## src/rtl/bsg_mem_1rw_sync_mask_write_bit_arb_if.sv

```systemverilog
// Request/response and memory-side bundle for the two-port arbiter.
// Arbiter takes the slave modport; requesters/memory take master.
interface bsg_mem_1rw_sync_mask_write_bit_arb_if #(
  parameter int width_p       = 16,
  parameter int els_p         = 16,
  parameter int addr_width_lp = (els_p > 1) ? $clog2(els_p) : 1
);
  logic [1:0]                 v_i;
  logic [1:0]                 w_i;
  logic [2*addr_width_lp-1:0] addr_i;
  logic [2*width_p-1:0]       data_i;
  logic [2*width_p-1:0]       w_mask_i;
  logic [1:0]                 ready_o;
  logic [1:0]                 resp_v_o;
  logic [2*width_p-1:0]       resp_data_o;
  logic [1:0]                 resp_yumi_i;
  logic                       mem_v_o;
  logic                       mem_w_o;
  logic [addr_width_lp-1:0]   mem_addr_o;
  logic [width_p-1:0]         mem_data_o;
  logic [width_p-1:0]         mem_w_mask_o;
  logic [width_p-1:0]         mem_data_i;
  logic                       init_done_o;

  modport slave (
    input  v_i, w_i, addr_i, data_i, w_mask_i,
    input  resp_yumi_i, mem_data_i,
    output ready_o, resp_v_o, resp_data_o,
    output mem_v_o, mem_w_o, mem_addr_o,
    output mem_data_o, mem_w_mask_o, init_done_o
  );

  modport master (
    output v_i, w_i, addr_i, data_i, w_mask_i,
    output resp_yumi_i, mem_data_i,
    input  ready_o, resp_v_o, resp_data_o,
    input  mem_v_o, mem_w_o, mem_addr_o,
    input  mem_data_o, mem_w_mask_o, init_done_o
  );
endinterface

```

## src/rtl/bsg_mem_1rw_sync_mask_write_bit_arb.sv

```systemverilog
// Round-robin share of one 1rw sync masked-write memory by two ports.
// Define BSG_MEM_1RW_ARB_INIT_EN to zero-sweep the array after reset.
module bsg_mem_1rw_sync_mask_write_bit_arb #(
  parameter int width_p       = 16,
  parameter int els_p         = 16,
  parameter int addr_width_lp = (els_p > 1) ? $clog2(els_p) : 1
) (
  input logic clk_i,
  input logic reset_i,
  bsg_mem_1rw_sync_mask_write_bit_arb_if.slave bus
);
  localparam int aw = addr_width_lp;

  logic                      run;
  logic                      init_v;
  logic [aw-1:0]             init_addr;
  logic [1:0]                pend;
  logic [1:0]                elig;
  logic [1:0]                gnt;
  logic                      sel;
  logic                      rr_q, rr_d;
  logic [1:0]                inflight_q, inflight_d;
  logic [1:0]                held_q, held_d;
  logic [1:0][width_p-1:0]   data_q, data_d;
  logic [1:0][width_p-1:0]   resp_data;

`ifdef BSG_MEM_1RW_ARB_INIT_EN
  typedef enum logic {S_INIT, S_RUN} state_e;
  state_e        state_q, state_d;
  logic [aw-1:0] cnt_q, cnt_d;

  // Init sweep state and address counter
  always_ff @(posedge clk_i or posedge reset_i) begin
    if (reset_i) begin
      state_q <= S_INIT;
      cnt_q   <= '0;
    end else begin
      state_q <= state_d;
      cnt_q   <= cnt_d;
    end
  end

  // One address per cycle, RUN after the last one
  always_comb begin
    state_d = state_q;
    cnt_d   = cnt_q;
    if (state_q == S_INIT) begin
      cnt_d = cnt_q + 1'b1;
      if (cnt_q == aw'(els_p - 1)) begin
        state_d = S_RUN;
        cnt_d   = '0;
      end
    end
  end

  assign run       = (state_q == S_RUN);
  assign init_v    = ~reset_i & (state_q == S_INIT);
  assign init_addr = cnt_q;
`else
  assign run       = 1'b1;
  assign init_v    = 1'b0;
  assign init_addr = '0;
`endif

  assign bus.init_done_o = run;

  // Eligibility and round-robin pick; reads wait for own response
  always_comb begin
    pend = inflight_q | held_q;
    for (int p = 0; p < 2; p++) begin
      elig[p] = run & ~reset_i & bus.v_i[p]
              & (bus.w_i[p] | ~pend[p]);
    end
    gnt[0] = elig[0] & (~elig[1] | ~rr_q);
    gnt[1] = elig[1] & (~elig[0] |  rr_q);
  end

  assign sel         = gnt[1];
  assign bus.ready_o = gnt;

  // Memory command: init sweep, else the winner's fields
  always_comb begin
    bus.mem_v_o      = 1'b0;
    bus.mem_w_o      = 1'b0;
    bus.mem_addr_o   = '0;
    bus.mem_data_o   = '0;
    bus.mem_w_mask_o = '0;
    if (init_v) begin
      bus.mem_v_o      = 1'b1;
      bus.mem_w_o      = 1'b1;
      bus.mem_addr_o   = init_addr;
      bus.mem_w_mask_o = '1;
    end else if (|gnt) begin
      bus.mem_v_o = 1'b1;
      bus.mem_w_o = bus.w_i[sel];
      bus.mem_addr_o = sel ? bus.addr_i[2*aw-1:aw]
                           : bus.addr_i[aw-1:0];
      bus.mem_data_o = sel ? bus.data_i[2*width_p-1:width_p]
                           : bus.data_i[width_p-1:0];
      bus.mem_w_mask_o = sel ? bus.w_mask_i[2*width_p-1:width_p]
                             : bus.w_mask_i[width_p-1:0];
    end
  end

  // Pointer update and per-port response capture/release
  always_comb begin
    rr_d = rr_q;
    if (|gnt) rr_d = ~sel;
    for (int p = 0; p < 2; p++) begin
      inflight_d[p] = gnt[p] & ~bus.w_i[p];
      held_d[p]     = held_q[p];
      data_d[p]     = data_q[p];
      if (inflight_q[p] & ~bus.resp_yumi_i[p]) begin
        held_d[p] = 1'b1;
        data_d[p] = bus.mem_data_i;
      end else if (bus.resp_yumi_i[p]) begin
        held_d[p] = 1'b0;
      end
    end
  end

  // Arbiter and response-holding state
  always_ff @(posedge clk_i or posedge reset_i) begin
    if (reset_i) begin
      rr_q       <= 1'b0;
      inflight_q <= '0;
      held_q     <= '0;
      data_q     <= '0;
    end else begin
      rr_q       <= rr_d;
      inflight_q <= inflight_d;
      held_q     <= held_d;
      data_q     <= data_d;
    end
  end

  // Fresh read data comes straight from memory, then from the register
  always_comb begin
    for (int p = 0; p < 2; p++) begin
      resp_data[p] = inflight_q[p] ? bus.mem_data_i : data_q[p];
    end
  end

  assign bus.resp_v_o    = inflight_q | held_q;
  assign bus.resp_data_o = {resp_data[1], resp_data[0]};
endmodule

```

## src/flat_wrapper.sv

```systemverilog
// flat-port wrapper written by rule: the top's interface ports become plain ports
module bsg_mem_1rw_sync_mask_write_bit_arb_flat 
#(
  parameter int width_p       = 16,
  parameter int els_p         = 16,
  parameter int addr_width_lp = (els_p > 1) ? $clog2(els_p) : 1
)
  (clk_i, reset_i, bus_v_i, bus_w_i, bus_addr_i, bus_data_i, bus_w_mask_i, bus_resp_yumi_i, bus_mem_data_i, bus_ready_o, bus_resp_v_o, bus_resp_data_o, bus_mem_v_o, bus_mem_w_o, bus_mem_addr_o, bus_mem_data_o, bus_mem_w_mask_o, bus_init_done_o);
  bsg_mem_1rw_sync_mask_write_bit_arb_if #(.width_p(width_p), .els_p(els_p), .addr_width_lp(addr_width_lp)) bus_i ();
  input logic clk_i;
  input logic reset_i;
  input wire logic [$bits(bus_i.v_i)-1:0] bus_v_i;
  input wire logic [$bits(bus_i.w_i)-1:0] bus_w_i;
  input wire logic [$bits(bus_i.addr_i)-1:0] bus_addr_i;
  input wire logic [$bits(bus_i.data_i)-1:0] bus_data_i;
  input wire logic [$bits(bus_i.w_mask_i)-1:0] bus_w_mask_i;
  input wire logic [$bits(bus_i.resp_yumi_i)-1:0] bus_resp_yumi_i;
  input wire logic [$bits(bus_i.mem_data_i)-1:0] bus_mem_data_i;
  output wire logic [$bits(bus_i.ready_o)-1:0] bus_ready_o;
  output wire logic [$bits(bus_i.resp_v_o)-1:0] bus_resp_v_o;
  output wire logic [$bits(bus_i.resp_data_o)-1:0] bus_resp_data_o;
  output wire logic [$bits(bus_i.mem_v_o)-1:0] bus_mem_v_o;
  output wire logic [$bits(bus_i.mem_w_o)-1:0] bus_mem_w_o;
  output wire logic [$bits(bus_i.mem_addr_o)-1:0] bus_mem_addr_o;
  output wire logic [$bits(bus_i.mem_data_o)-1:0] bus_mem_data_o;
  output wire logic [$bits(bus_i.mem_w_mask_o)-1:0] bus_mem_w_mask_o;
  output wire logic [$bits(bus_i.init_done_o)-1:0] bus_init_done_o;
  assign bus_i.v_i = bus_v_i;
  assign bus_i.w_i = bus_w_i;
  assign bus_i.addr_i = bus_addr_i;
  assign bus_i.data_i = bus_data_i;
  assign bus_i.w_mask_i = bus_w_mask_i;
  assign bus_i.resp_yumi_i = bus_resp_yumi_i;
  assign bus_i.mem_data_i = bus_mem_data_i;
  assign bus_ready_o = bus_i.ready_o;
  assign bus_resp_v_o = bus_i.resp_v_o;
  assign bus_resp_data_o = bus_i.resp_data_o;
  assign bus_mem_v_o = bus_i.mem_v_o;
  assign bus_mem_w_o = bus_i.mem_w_o;
  assign bus_mem_addr_o = bus_i.mem_addr_o;
  assign bus_mem_data_o = bus_i.mem_data_o;
  assign bus_mem_w_mask_o = bus_i.mem_w_mask_o;
  assign bus_init_done_o = bus_i.init_done_o;
  bsg_mem_1rw_sync_mask_write_bit_arb #(.width_p(width_p), .els_p(els_p), .addr_width_lp(addr_width_lp)) u_core (.clk_i(clk_i), .reset_i(reset_i), .bus(bus_i));
endmodule
```

## config.mk

```make
export PLATFORM = sky130hd
export DESIGN_NAME = bsg_mem_1rw_sync_mask_write_bit_arb_flat
export DESIGN_NICKNAME = d
export VERILOG_FILES = /design/src/rtl/bsg_mem_1rw_sync_mask_write_bit_arb_if.sv /design/src/rtl/bsg_mem_1rw_sync_mask_write_bit_arb.sv /design/src/flat_wrapper.sv
export SDC_FILE = /design/constraint.sdc
export NUM_CORES = 1
export LEC_CHECK = 0
export CAP_MARGIN = 20
export CORE_UTILIZATION = 25
export CTS_CLUSTER_SIZE = 25
export DETAILED_ROUTE_END_ITERATION = 8
export PLACE_DENSITY_LB_ADDON = 0.3
export SLEW_MARGIN = 30
export SYNTH_ARGS = -nofsm -noshare
export SYNTH_HDL_FRONTEND = slang
export SYNTH_SLANG_ARGS = --single-unit
```

## constraint.sdc

```tcl
create_clock -name clk_i -period 4 [get_ports clk_i]
set_clock_uncertainty 0.2 [all_clocks]
set_input_delay 1 -clock clk_i [delete_from_list [all_inputs] [get_ports clk_i]]
set_output_delay 1 -clock clk_i [all_outputs]
set_load 0.03 [all_outputs]
```

==> reports/metrics.yaml, run 1 <==
die:
  placeableCoreArea_um2: 8810
  overall_die_area_um2: 9570
  die-width_um: 97.8
  floorplan.die.height_um: 97.8
  rows: 34
  number_of_top_level_pins: 171
  floorplan.initialDensity_pct: 26.1
hold_path:
  worst_hold_startpoint: "u_core.data_q[13]$_DFFE_PP0P_"
  min_path_type: "reg -> reg"
  hold_depth: 1
grt:
  via_count_of_the_first_global_routing_pass: 2237
  globalRouteMet2Util_pct: 27.8
  grt_max_degree: 38
  global_route_wire_length_before_repair_mm: 11.3
  global_route.overflow_total: 0
  grt_antenna_before_repair: 0
  gr-max-usage-layer: "met2"
  track_usage_pct: 14.8
  use_met3_pct: 3.94
  grt_use_met1_pct: 16.2
placement:
  gp_congestion: 0.732
  placed_cells_incl_taps: 450
  count_of_input_and_output_buffers: 169
  detailedPlacementHpwl_mm: 5.53
layout:
  finish.utilization_pct: 46.4
  multi_input_logic_area_um2: 1220
  layout.cells.most_common: "sky130_fd_sc_hd__clkdlybuf4s50_1"
  antenna_cells: 0
  total_area_of_sequential_cells_um2: 926
  post_route_cells_drive_above_1_share_pct: 34.6
  layout-area-overhead-vs-synth_pct: 78.0
  numnets_final: 445
  final_cell_mix: "130 x sky130_fd_sc_hd__clkdlybuf4s50_1, 64 x sky130_fd_sc_hd__mux2_2, 44 x sky130_fd_sc_hd__buf_4, 37 x sky130_fd_sc_hd__dfrtp_1, 36 x sky130_fd_sc_hd__a22o_1"
  fillers: 814
  non_filler_cells_in_the_finished_layout: 458
detailed_routing:
  detail_route.vias_per_cell: 4.74
  first_iter_violations: 81
  drcViolationCount: 34
  dr.pass1.iters: 6
  totalWireLength_mm: 7.28
  num_vias: 2172
  remaining_antenna_violation_count_after_routing: 0
  routedWlPerCell_um: 15.9
sta:
  final.setup.tns_ns: 0
  fmax_mhz: 258
  report.final.slew_viol_count: 0
  min_period_ns: 3.88
  worst_slew_margin_rel_pct: 40.7
  count_of_final_hold_check_violations: 0
  slew_at_the_pin_closest_to_its_max_slew_limit_ns: 0.889
  finalCritPeriodShare_pct: 97.0
  grt_setup_unrepaired: "no"
  finalSetupViolCount: 0
power:
  leakagePower_nw: 1.74
  p_int_mw: 1.11
  seq_power_share_pct: 30.0
  net_switching_power_of_the_design_mw: 0.593
  clock_power_share_pct: 19.5
  switching_share_pct: 34.9
  comb_power_share_pct: 50.5
  power-per-cell-area_nw_per_um2: 416
  worst_ir_drop_on_vdd_v: 0.000249
  power_mw: 1.70
job:
  max-cap-violations: 0
worst_setup_path:
  slowest_delay_ns: 0.47
  critical_path.reg2reg.startpoint: "u_core.inflight_q[1]$_DFF_PP0_"
  ff2ff_path_depth: 3
  top_cell_family_by_delay_on_the_critical_path: "buffers and inverters"
  worst_ep_arrival_time_ns: 2.68
  timing.critical_path.from_type: "primary input"
  critical_path_required_ns: 2.80
  worstPathCellList: "clkdlybuf4s50_1 > nand2b_1 > o311a_1 > buf_12 > a22o_1 > buf_12"
  critical_path_cell_count: 6
  path_common_cell: "sky130_fd_sc_hd__buf_12"
  worst_setup_ep_type: "primary output"
  critical_path_peak_fanout: 37
  critical_path.slowest_cell: "sky130_fd_sc_hd__clkdlybuf4s50_1"
  critical_path.startpoint: "reset_i"
  path_buf_inv: 3
  critical_path_class: "in -> out"
clocking:
  cts_stage_hold_buffer_count: 0
  insertion_delay_ns: 0.27
  number_of_h_tree_levels: 2
  tritoncts: "built"
  ctsResizeCount: 0
  clk_root_buffer_cell: "sky130_fd_sc_hd__clkbuf_8"
  clk_pin_slew_worst_paths_ns: 0.07
  numClockSinks: 37
  number_of_buffers_added_by_the_clock_tree_synthesis_step: 5
  cts_post_setup_buffers_inserted: 0
  cts_max_path_buffers: 2
synth:
  synth_cell_type_count: 25
  synth-warning-count: 0
  synth_edf_count: 0
  synth_fp_nets: 279
  synthesis.area_um2: 2290
  synthFlopType: "sky130_fd_sc_hd__dfrtp_1"
  post_synth_xor_area_fraction_pct: 0
  synth_fa_ha_area_share_pct: 0
  largest_family_of_logic_cells_by_synthesized_area: "multiplexers"
  synthesis.instances: 183
  yosys_register_bits: 37
  yosys.area_share.simple_pct: 3.65
  asyncSetResetFlopFracSynth_pct: 100
  ys_seq_area_share_pct: 40.3
  postSynthAreaPerCell_um2: 12.5
  synth.area.mux_share_pct: 31.4
  synth_compound_area_share_pct: 18.2
outcome:
  outcome: "finished, violations left"
  failed_checks: "design-rule violations"
[registers in the layout (all words and copies together) (netlist names)]
name	cells
u_core.rr_q	1
u_core.held_q	2
u_core.inflight_q	2
u_core.data_q	32
[final cells by class]
| type | count | share of cell area (%) |
|---|---|---|
| flip-flops and latches | 37 | 22.7 |
| inverters | 3 | 0.276 |
| clock buffers | 7 | 2.11 |
| clock inverters | 1 | 0.735 |
| well taps | 108 | 3.31 |
| multi-input cells | 126 | 30.0 |
| repair buffers | 176 | 40.9 |
[power by group through the flow]
| stage | registers (mW) | clock network [mW] | logic [mW] |
|---|---|---|---|
| floorplan | 0.502 | 0 | 0.519 |
| global placement | 0.511 | 0 | 0.859 |
| detailed placement | 0.518 | 0 | 0.864 |
| CTS | 0.510 | 0.344 | 0.868 |
| global route | 0.522 | 0.360 | 0.902 |
| finish | 0.510 | 0.332 | 0.859 |
[per-stage QoR]
step,cell area [µm²],hold WS (ns),worst slack (ns)
floorplan,2290,0.275,0.607
global route,4090,0.325,0.0224
detailed placement,3970,0.292,0.141
finish,4090,0.308,0.118
CTS,4090,0.311,0.132
global placement,3970,0.283,0.159
[routing by layer]
| layer | vias to the layer above | part of all wire, % |
|---|---|---|
| met5 | - | 0 |
| met4 | 0 | 2.5 |
| met3 | 12 | 8.0 |
| met2 | 106 | 51 |
| met1 | 1036 | 38 |
| li1 | 1018 | - |
[kinds of logic (layout without fill, tap and decap cells)]
group,Yosys count,in the layout
compound gates,46,46
buf+inv,20,187
mux,64,64
simple gates,15,15
flops,37,37
other cells,1,1
[synth_stat cells (2+ instances only)]
library cell	number	share of area [%]
sky130_fd_sc_hd__mux2_2	64	31
sky130_fd_sc_hd__nor3_1	2	0.44
sky130_fd_sc_hd__nor2b_1	5	1.4
sky130_fd_sc_hd__dfrtp_1	37	40
sky130_fd_sc_hd__nand2b_1	3	0.82
sky130_fd_sc_hd__inv_1	3	0.49
sky130_fd_sc_hd__buf_2	7	1.5
sky130_fd_sc_hd__buf_6	7	3.4
sky130_fd_sc_hd__o21ai_0	2	0.44
sky130_fd_sc_hd__buf_4	2	0.65
sky130_fd_sc_hd__a22o_1	36	14
sky130_fd_sc_hd__nor2_1	2	0.33
[path summary, 6_finish.rpt]
| kind | to | slack, ns |
|---|---|---|
| min | u_core.data_q[13]$_DFFE_PP0P_ | 0.31 |
| min reg2reg | u_core.data_q[13]$_DFFE_PP0P_ | 0.31 |
| min in group asynchronous | u_core.data_q[30]$_DFFE_PP0P_ | 1.03 |
| max | bus_mem_data_o[6] | 0.12 |
| max reg2reg | u_core.data_q[23]$_DFFE_PP0P_ | 1.93 |
| max in group asynchronous | u_core.inflight_q[1]$_DFF_PP0_ | 2.22 |
[worst reg2reg max path: stages (launching register included)]
cell,delay [ns]
sky130_fd_sc_hd__dfrtp_1,0.43
sky130_fd_sc_hd__buf_4,0.24
sky130_fd_sc_hd__nand2b_1,0.66
sky130_fd_sc_hd__mux2_2,0.43
(Power assumes the default switching activity.)
==> inputs of run 2 (changes only) <==
--- a/config.mk
+++ b/config.mk
@@ -9,8 +9,9 @@
 export CORE_UTILIZATION = 25
 export CTS_CLUSTER_SIZE = 25
 export DETAILED_ROUTE_END_ITERATION = 8
+export HOLD_SLACK_MARGIN = 0.15
 export PLACE_DENSITY_LB_ADDON = 0.3
-export SLEW_MARGIN = 30
+export SLEW_MARGIN = 20
 export SYNTH_ARGS = -nofsm -noshare
 export SYNTH_HDL_FRONTEND = slang
 export SYNTH_SLANG_ARGS = --single-unit
==> constraint.sdc (replaced) <==
create_clock -name clk_i -period 4.3 [get_ports clk_i]
set_clock_uncertainty 0.2 [all_clocks]
set_input_delay 1.075 -clock clk_i [delete_from_list [all_inputs] [get_ports clk_i]]
set_output_delay 1.075 -clock clk_i [all_outputs]
set_load 0.03 [all_outputs]
==> run 2 against run 1 <==
The run still ends with design-rule violations left. Combinational power decreased by 7.6%. Worst setup slack better by 0.038 ns. Sequential cell count stayed put. Critical path depth shrank 1. Sequential share of layout area is essentially flat. Clock power decreased by 6.6%. Critical path type unchanged. First-iteration DRC count is 16% lower. Global-route usage is 0.42 points higher. Sequential power is 6.5% lower.
==> reports/metrics.yaml, run 2 (synthesized netlist as in run 1, its figures left out) <==
outcome:
  outcome: "finished, violations left"
  failed_checks: "design-rule violations"
grt:
  track_usage_pct: 15.2  # +0.42 points
  global_route_wire_length_before_repair_mm: 11.5  # +1.5%
  grt_max_degree: 38  # unchanged
  global_route.overflow_total: 0  # unchanged
  grt_antenna_before_repair: 0  # unchanged
  via_count_of_the_first_global_routing_pass: 2196  # -1.8%
die:
  rows: 34  # unchanged
  floorplan.initialDensity_pct: 26.1  # unchanged
  overall_die_area_um2: 9570  # unchanged
  placeableCoreArea_um2: 8810  # unchanged
  die-width_um: 97.8  # unchanged
  number_of_top_level_pins: 171  # unchanged
  floorplan.die.height_um: 97.8  # unchanged
worst_setup_path:
  ff2ff_path_depth: 3  # unchanged
  critical_path_peak_fanout: 5  # -86%
  critical_path.reg2reg.startpoint: "u_core.inflight_q[0]$_DFF_PP0_"
  critical_path_required_ns: 3.02  # +0.22 ns
  worst_setup_ep_type: "primary output"
  critical_path.endpoint: "bus_mem_w_o"
  critical_path.startpoint: "reset_i"
  worst_ep_arrival_time_ns: 2.87  # +0.19 ns
  worst_r2r_endpoint: "u_core.data_q[12]$_DFFE_PP0P_"
  timing.critical_path.from_type: "primary input"
  worst-r2r-setup-slack_ns: 1.70  # -0.23 ns
  critical_path_class: "in -> out"
sta:
  fmax_mhz: 241
  worst_slew_margin_rel_pct: 40.9  # +0.14 points
  report.final.slew_viol_count: 0  # unchanged
  min_period_ns: 4.14
  grt_setup_unrepaired: "no"
  count_of_final_hold_check_violations: 0  # unchanged
  slew_at_the_pin_closest_to_its_max_slew_limit_ns: 0.887  # -0.00211 ns
  final.setup.tns_ns: 0  # unchanged
  finalSetupViolCount: 0  # unchanged
  finalCritPeriodShare_pct: 96.4
job:
  max-cap-violations: 0  # unchanged
power:
  power-per-cell-area_nw_per_um2: 387  # -6.9%
  comb_power_share_pct: 50.2  # -0.3 points
  leakagePower_nw: 1.74  # about the same
  switching_share_pct: 34.9  # +0.037 points
  net_switching_power_of_the_design_mw: 0.552  # -6.9%
  seq_power_share_pct: 30.2  # +0.2 points
  p_int_mw: 1.03  # -7.0%
  clock_power_share_pct: 19.6  # about the same
  worst_ir_drop_on_vdd_v: 0.000205  # -18%
  power_mw: 1.58  # -7.0%
detailed_routing:
  remaining_antenna_violation_count_after_routing: 0  # unchanged
  routedWlPerCell_um: 16.1  # +1.1%
  detail_route.vias_per_cell: 4.72  # -0.54%
  totalWireLength_mm: 7.37  # +1.3%
  num_vias: 2165  # -0.32%
  dr.pass1.iters: 6  # unchanged
  first_iter_violations: 68  # -16%
  drcViolationCount: 34  # unchanged
clocking:
  ctsResizeCount: 0  # unchanged
  cts_max_path_buffers: 2  # unchanged
  number_of_h_tree_levels: 2  # unchanged
  clk_pin_slew_worst_paths_ns: 0.07  # about the same
  cts_post_setup_buffers_inserted: 0  # unchanged
  tritoncts: "built"
  number_of_buffers_added_by_the_clock_tree_synthesis_step: 5  # unchanged
  clk_root_buffer_cell: "sky130_fd_sc_hd__clkbuf_8"
  insertion_delay_ns: 0.29  # +0.02 ns
  numClockSinks: 37  # unchanged
  cts_stage_hold_buffer_count: 0  # unchanged
layout:
  flip_flop_count_of_the_largest_register_all_copies_and_words_added: 32  # unchanged
  total_area_of_sequential_cells_um2: 926  # unchanged
  final_cell_mix: "131 x sky130_fd_sc_hd__clkdlybuf4s50_1, 64 x sky130_fd_sc_hd__mux2_2, 45 x sky130_fd_sc_hd__buf_4, 37 x sky130_fd_sc_hd__dfrtp_1, 36 x sky130_fd_sc_hd__a22o_1"
  numnets_final: 446  # +0.22%
  multi_input_logic_area_um2: 1220  # unchanged
  fillers: 837  # +2.8%
  layout-area-overhead-vs-synth_pct: 77.9  # about the same
  reg_top3: "u_core.data_q x32, u_core.held_q x2, u_core.inflight_q x2"
  layout.cells.most_common: "sky130_fd_sc_hd__clkdlybuf4s50_1"
  antenna_cells: 0  # unchanged
  registers.top_by_ff_count: "u_core.data_q"
  post_route_cells_drive_above_1_share_pct: 34.5  # -0.098 points
placement:
  gp_congestion: 0.705  # -3.7%
  count_of_input_and_output_buffers: 169  # unchanged
  detailedPlacementHpwl_mm: 5.65  # +2.1%
hold_path:
  min_path_type: "reg -> reg"
==> run 2: cell types whose count changed in the layout (fill, tap and decap cells not counted), sizes merged <==
| cell | before | now |
|---|---|---|
| clkdlybuf4s50 | 130 | 131 |
==> run 2: metrics by stage <==
stage	util (%)	cells	setup WS (ns)	instance area [µm²]	hold WS (ns)
after CTS	46.4	459	0.161	4080	0.311
after global placement	45.0	451	0.205	3970	0.285
final	46.4	459	0.156	4080	0.307
after detailed placement	45.0	451	0.169	3970	0.292
after floorplan	-	183	0.757	2290	0.275
after global routing	46.4	459	0.0920	4080	0.318
==> run 2: critical path, stage by stage <==
cell and delay (ns):
sky130_fd_sc_hd__clkdlybuf4s50_1 0.48, sky130_fd_sc_hd__nand2b_1 0.24, sky130_fd_sc_hd__o311ai_0 0.35, sky130_fd_sc_hd__a21oi_1 0.12, sky130_fd_sc_hd__clkdlybuf4s50_1 0.61
==> run 2: how the worst min path moves through the flow <==
stage,startpoint,endpoint,slack (ns),depth (start not counted)
4_1_cts,u_core.data_q[5]$_DFFE_PP0P_,u_core.data_q[5]$_DFFE_PP0P_,0.31,1
5_1_grt,u_core.data_q[3]$_DFFE_PP0P_,u_core.data_q[3]$_DFFE_PP0P_,0.32,1
6_report,u_core.data_q[28]$_DFFE_PP0P_,u_core.data_q[28]$_DFFE_PP0P_,0.31,1
3_3_place_gp,u_core.data_q[19]$_DFFE_PP0P_,u_core.data_q[19]$_DFFE_PP0P_,0.29,1
2_1_floorplan,u_core.data_q[25]$_DFFE_PP0P_,u_core.data_q[25]$_DFFE_PP0P_,0.28,1
3_5_place_dp,u_core.data_q[20]$_DFFE_PP0P_,u_core.data_q[20]$_DFFE_PP0P_,0.29,1
==> run 2: power by group through the flow <==
stage,Sequential (mW),Combinational (mW),Clock [mW]
5_1_grt,0.490,0.834,0.339
3_5_place_dp,0.485,0.799,0
4_1_cts,0.478,0.803,0.323
6_report,0.477,0.794,0.310
3_3_place_gp,0.479,0.794,0
2_1_floorplan,0.467,0.483,0
==> run 2: cell type report <==
class                           instances  area share, %
Multi-Input combinational cell        126           30.0
Timing Repair Buffer                  177           40.9
Clock inverter                          1          0.736
Clock buffer                            7           2.11
Tap cell                              108           3.31
Inverter                                3          0.276
Sequential cell                        37           22.7
==> run 2: routing by layer <==
layer,vias up,share of wire (%),GRT usage (%)
met5,-,0,0
met4,0,1.3,5.24
met3,9,7.5,3.29
met2,95,53,28.0
met1,1038,38,17.5
li1,1023,-,-
==> inputs of run 3 (changes only) <==
--- a/config.mk
+++ b/config.mk
@@ -6,6 +6,7 @@
 export NUM_CORES = 1
 export LEC_CHECK = 0
 export CAP_MARGIN = 20
+export CORE_MARGIN = 2
 export CORE_UTILIZATION = 25
 export CTS_CLUSTER_SIZE = 25
 export DETAILED_ROUTE_END_ITERATION = 8
==> constraint.sdc (replaced) <==
create_clock -name clk_i -period 3.9 [get_ports clk_i]
set_clock_uncertainty 0.2 [all_clocks]
set_input_delay 0.975 -clock clk_i [delete_from_list [all_inputs] [get_ports clk_i]]
set_output_delay 0.975 -clock clk_i [all_outputs]
set_load 0.03 [all_outputs]
==> run 3 against run 2 <==
The run now ends clean. Power rose by 5.1%. Clock power fell by 16%. Sequential cell count stayed put. Global-route usage shrank 0.42 points. First-iteration DRC count is 29% lower. Worst hold slack worse by 0.0020 ns. Via count down 1.9%. Register-to-register slack better by 0.24 ns. Routed wire length rose by 4.1%. Sequential power up 9.2%. Critical endpoint is now bus_mem_data_o[12].
==> reports/metrics.yaml, run 3 (synthesized netlist as in run 1, its figures left out) <==
worst_setup_path:
  critical_path.reg2reg.startpoint: "u_core.inflight_q[0]$_DFF_PP0_"
  worst_r2r_endpoint: "u_core.data_q[15]$_DFFE_PP0P_"
  ff2ff_path_depth: 4  # +1
  worst_setup_ep_type: "primary output"
  worst_ep_arrival_time_ns: 2.63  # -0.24 ns
  critical_path_required_ns: 2.72  # -0.30 ns
  critical_path_peak_fanout: 38  # +33
  timing.critical_path.from_type: "primary input"
  worst-r2r-setup-slack_ns: 1.94  # +0.24 ns
  critical_path_class: "in -> out"
layout:
  reg_top3: "u_core.data_q x32, u_core.held_q x2, u_core.inflight_q x2"
  post_route_cells_drive_above_1_share_pct: 35.3  # +0.85 points
  fillers: 849  # +1.4%
  registers.top_by_ff_count: "u_core.data_q"
  design_area_um2: 4070  # -0.37%
  final_cell_mix: "129 x sky130_fd_sc_hd__clkdlybuf4s50_1, 64 x sky130_fd_sc_hd__mux2_2, 45 x sky130_fd_sc_hd__buf_4, 37 x sky130_fd_sc_hd__dfrtp_1, 36 x sky130_fd_sc_hd__a22o_1"
  layout-area-overhead-vs-synth_pct: 77.3
  multi_input_logic_area_um2: 1230  # +0.20%
  antenna_cells: 0  # unchanged
  total_area_of_sequential_cells_um2: 926  # unchanged
  numnets_final: 446  # unchanged
  flip_flop_count_of_the_largest_register_all_copies_and_words_added: 32  # unchanged
  non_filler_cells_in_the_finished_layout: 459  # unchanged
  layout.cells.most_common: "sky130_fd_sc_hd__clkdlybuf4s50_1"
grt:
  grt_max_degree: 39  # +2.6%
  global_route.overflow_total: 0  # unchanged
  grt_antenna_before_repair: 0  # unchanged
  via_count_of_the_first_global_routing_pass: 2109  # -4.0%
  track_usage_pct: 14.8  # -0.42 points
  global_route_wire_length_before_repair_mm: 11.7  # +1.9%
clocking:
  clk_pin_slew_worst_paths_ns: 0.07  # about the same
  tritoncts: "built"
  numClockSinks: 37  # unchanged
  ctsResizeCount: 0  # unchanged
  cts_max_path_buffers: 2  # unchanged
  cts_post_setup_buffers_inserted: 0  # unchanged
  cts_stage_hold_buffer_count: 0  # unchanged
  number_of_h_tree_levels: 2  # unchanged
  clk_root_buffer_cell: "sky130_fd_sc_hd__clkbuf_8"
  number_of_buffers_added_by_the_clock_tree_synthesis_step: 5  # unchanged
  insertion_delay_ns: 0.28  # about the same
detailed_routing:
  detail_route.vias_per_cell: 4.63  # -1.9%
  totalWireLength_mm: 7.68  # +4.1%
  remaining_antenna_violation_count_after_routing: 0  # unchanged
  top_layer_used: "met4"
  wl_met3_um: 563  # +2.2%
  num_vias: 2123  # -1.9%
  routedWlPerCell_um: 16.7  # +4.1%
  drcViolationCount: 0  # -100%
  first_iter_violations: 48  # -29%
  dr.pass1.iters: 4  # -2
  met2_wirelength_mm: 3.99  # +2.0%
  met1_length_mm: 3.03  # +7.9%
power:
  worst_ir_drop_on_vdd_v: 0.000266  # +30%
  power-per-cell-area_nw_per_um2: 409  # +5.5%
  leakagePower_nw: 1.74  # about the same
sta:
  finalWorstSetupSlack_ns: 0.0930  # -0.0632 ns
  fmax_mhz: 263
  report.final.slew_viol_count: 0  # unchanged
  count_of_final_hold_check_violations: 0  # unchanged
  grt_setup_unrepaired: "no"
  finalCritPeriodShare_pct: 97.6
  final.setup.tns_ns: 0  # unchanged
  min_period_ns: 3.81
  finalSetupViolCount: 0  # unchanged
hold_path:
  hold_depth: 1  # unchanged
  holdPathEnd: "u_core.data_q[19]$_DFFE_PP0P_"
  min_path_type: "reg -> reg"
  worst_hold_startpoint: "u_core.data_q[19]$_DFFE_PP0P_"
die:
  floorplan.initialDensity_pct: 26.1  # unchanged
  rows: 34  # unchanged
  overall_die_area_um2: 9960  # +4.1%
  number_of_top_level_pins: 171  # unchanged
  placeableCoreArea_um2: 8810  # unchanged
  die-width_um: 99.8  # +2.0%
  floorplan.die.height_um: 99.8  # +2.0%
placement:
  gp_congestion: 0.730  # +3.4%
  count_of_input_and_output_buffers: 169  # unchanged
  post_dp_cell_area_um2: 3980  # +0.25%
  detailedPlacementHpwl_mm: 5.87  # +3.9%
  dp_worst_setup_slack_ns: 0.103  # -0.0665 ns
  placed_cells_incl_taps: 451  # unchanged
outcome:
  outcome: "finished clean"
job:
  max-cap-violations: 0  # unchanged
run 3: area by class of cell:
type / count / area share, %
sequential: 37 / 22.8
timing repair buffer: 177 / 41.3
multi-input combinational: 126 / 30.2
clock buffer: 5 / 1.69
inverter: 3 / 0.277
tap: 108 / 3.32
clock inverter: 3 / 0.431
run 3: worst max-delay path by stage:
stage | start | depth (start not counted) | slack [ns] | to
floorplan | bus_w_i[0] | 4 | 0.56 | bus_mem_data_o[10]
global placement | reset_i | 6 | 0.1 | bus_mem_data_o[9]
detailed placement | reset_i | 6 | 0.10 | bus_mem_data_o[12]
CTS | reset_i | 6 | 0.09 | bus_mem_data_o[12]
global route | bus_v_i[0] | 6 | 0.003 | bus_mem_data_o[12]
finish | reset_i | 6 | 0.09 | bus_mem_data_o[12]
run 3: through the flow:
stage | utilization [%] | power [mW] | hold slack [ns]
2_1_floorplan | - | 1.05 | 0.275
3_3_place_gp | 45.2 | 1.41 | 0.284
6_report | 46.2 | 1.66 | 0.305
4_1_cts | 46.1 | 1.69 | 0.310
5_1_grt | 46.2 | 1.75 | 0.318
3_5_place_dp | 45.2 | 1.41 | 0.291
run 3: per-layer routing:
| metal | vias up | track usage [%] |
|---|---|---|
| met5 | - | 0 |
| met4 | 0 | 4.00 |
| met3 | 6 | 3.34 |
| met2 | 83 | 26.5 |
| met1 | 1008 | 18.0 |
| li1 | 1026 | - |
run 3: worst max-delay path, cell delays in order:
cell                              delay, ns
sky130_fd_sc_hd__clkdlybuf4s50_1       0.47
sky130_fd_sc_hd__nand2b_2              0.25
sky130_fd_sc_hd__o311a_1               0.38
sky130_fd_sc_hd__buf_12                0.18
sky130_fd_sc_hd__a22o_1                0.20
sky130_fd_sc_hd__buf_4                 0.17
run 3: report_power, final:
group	switching (mW)	total, mW	internal (mW)
Clock	0.138	0.261	0.123
Combinational	0.430	0.880	0.449
Sequential	0.0441	0.521	0.477
Total	0.612	1.66	1.05
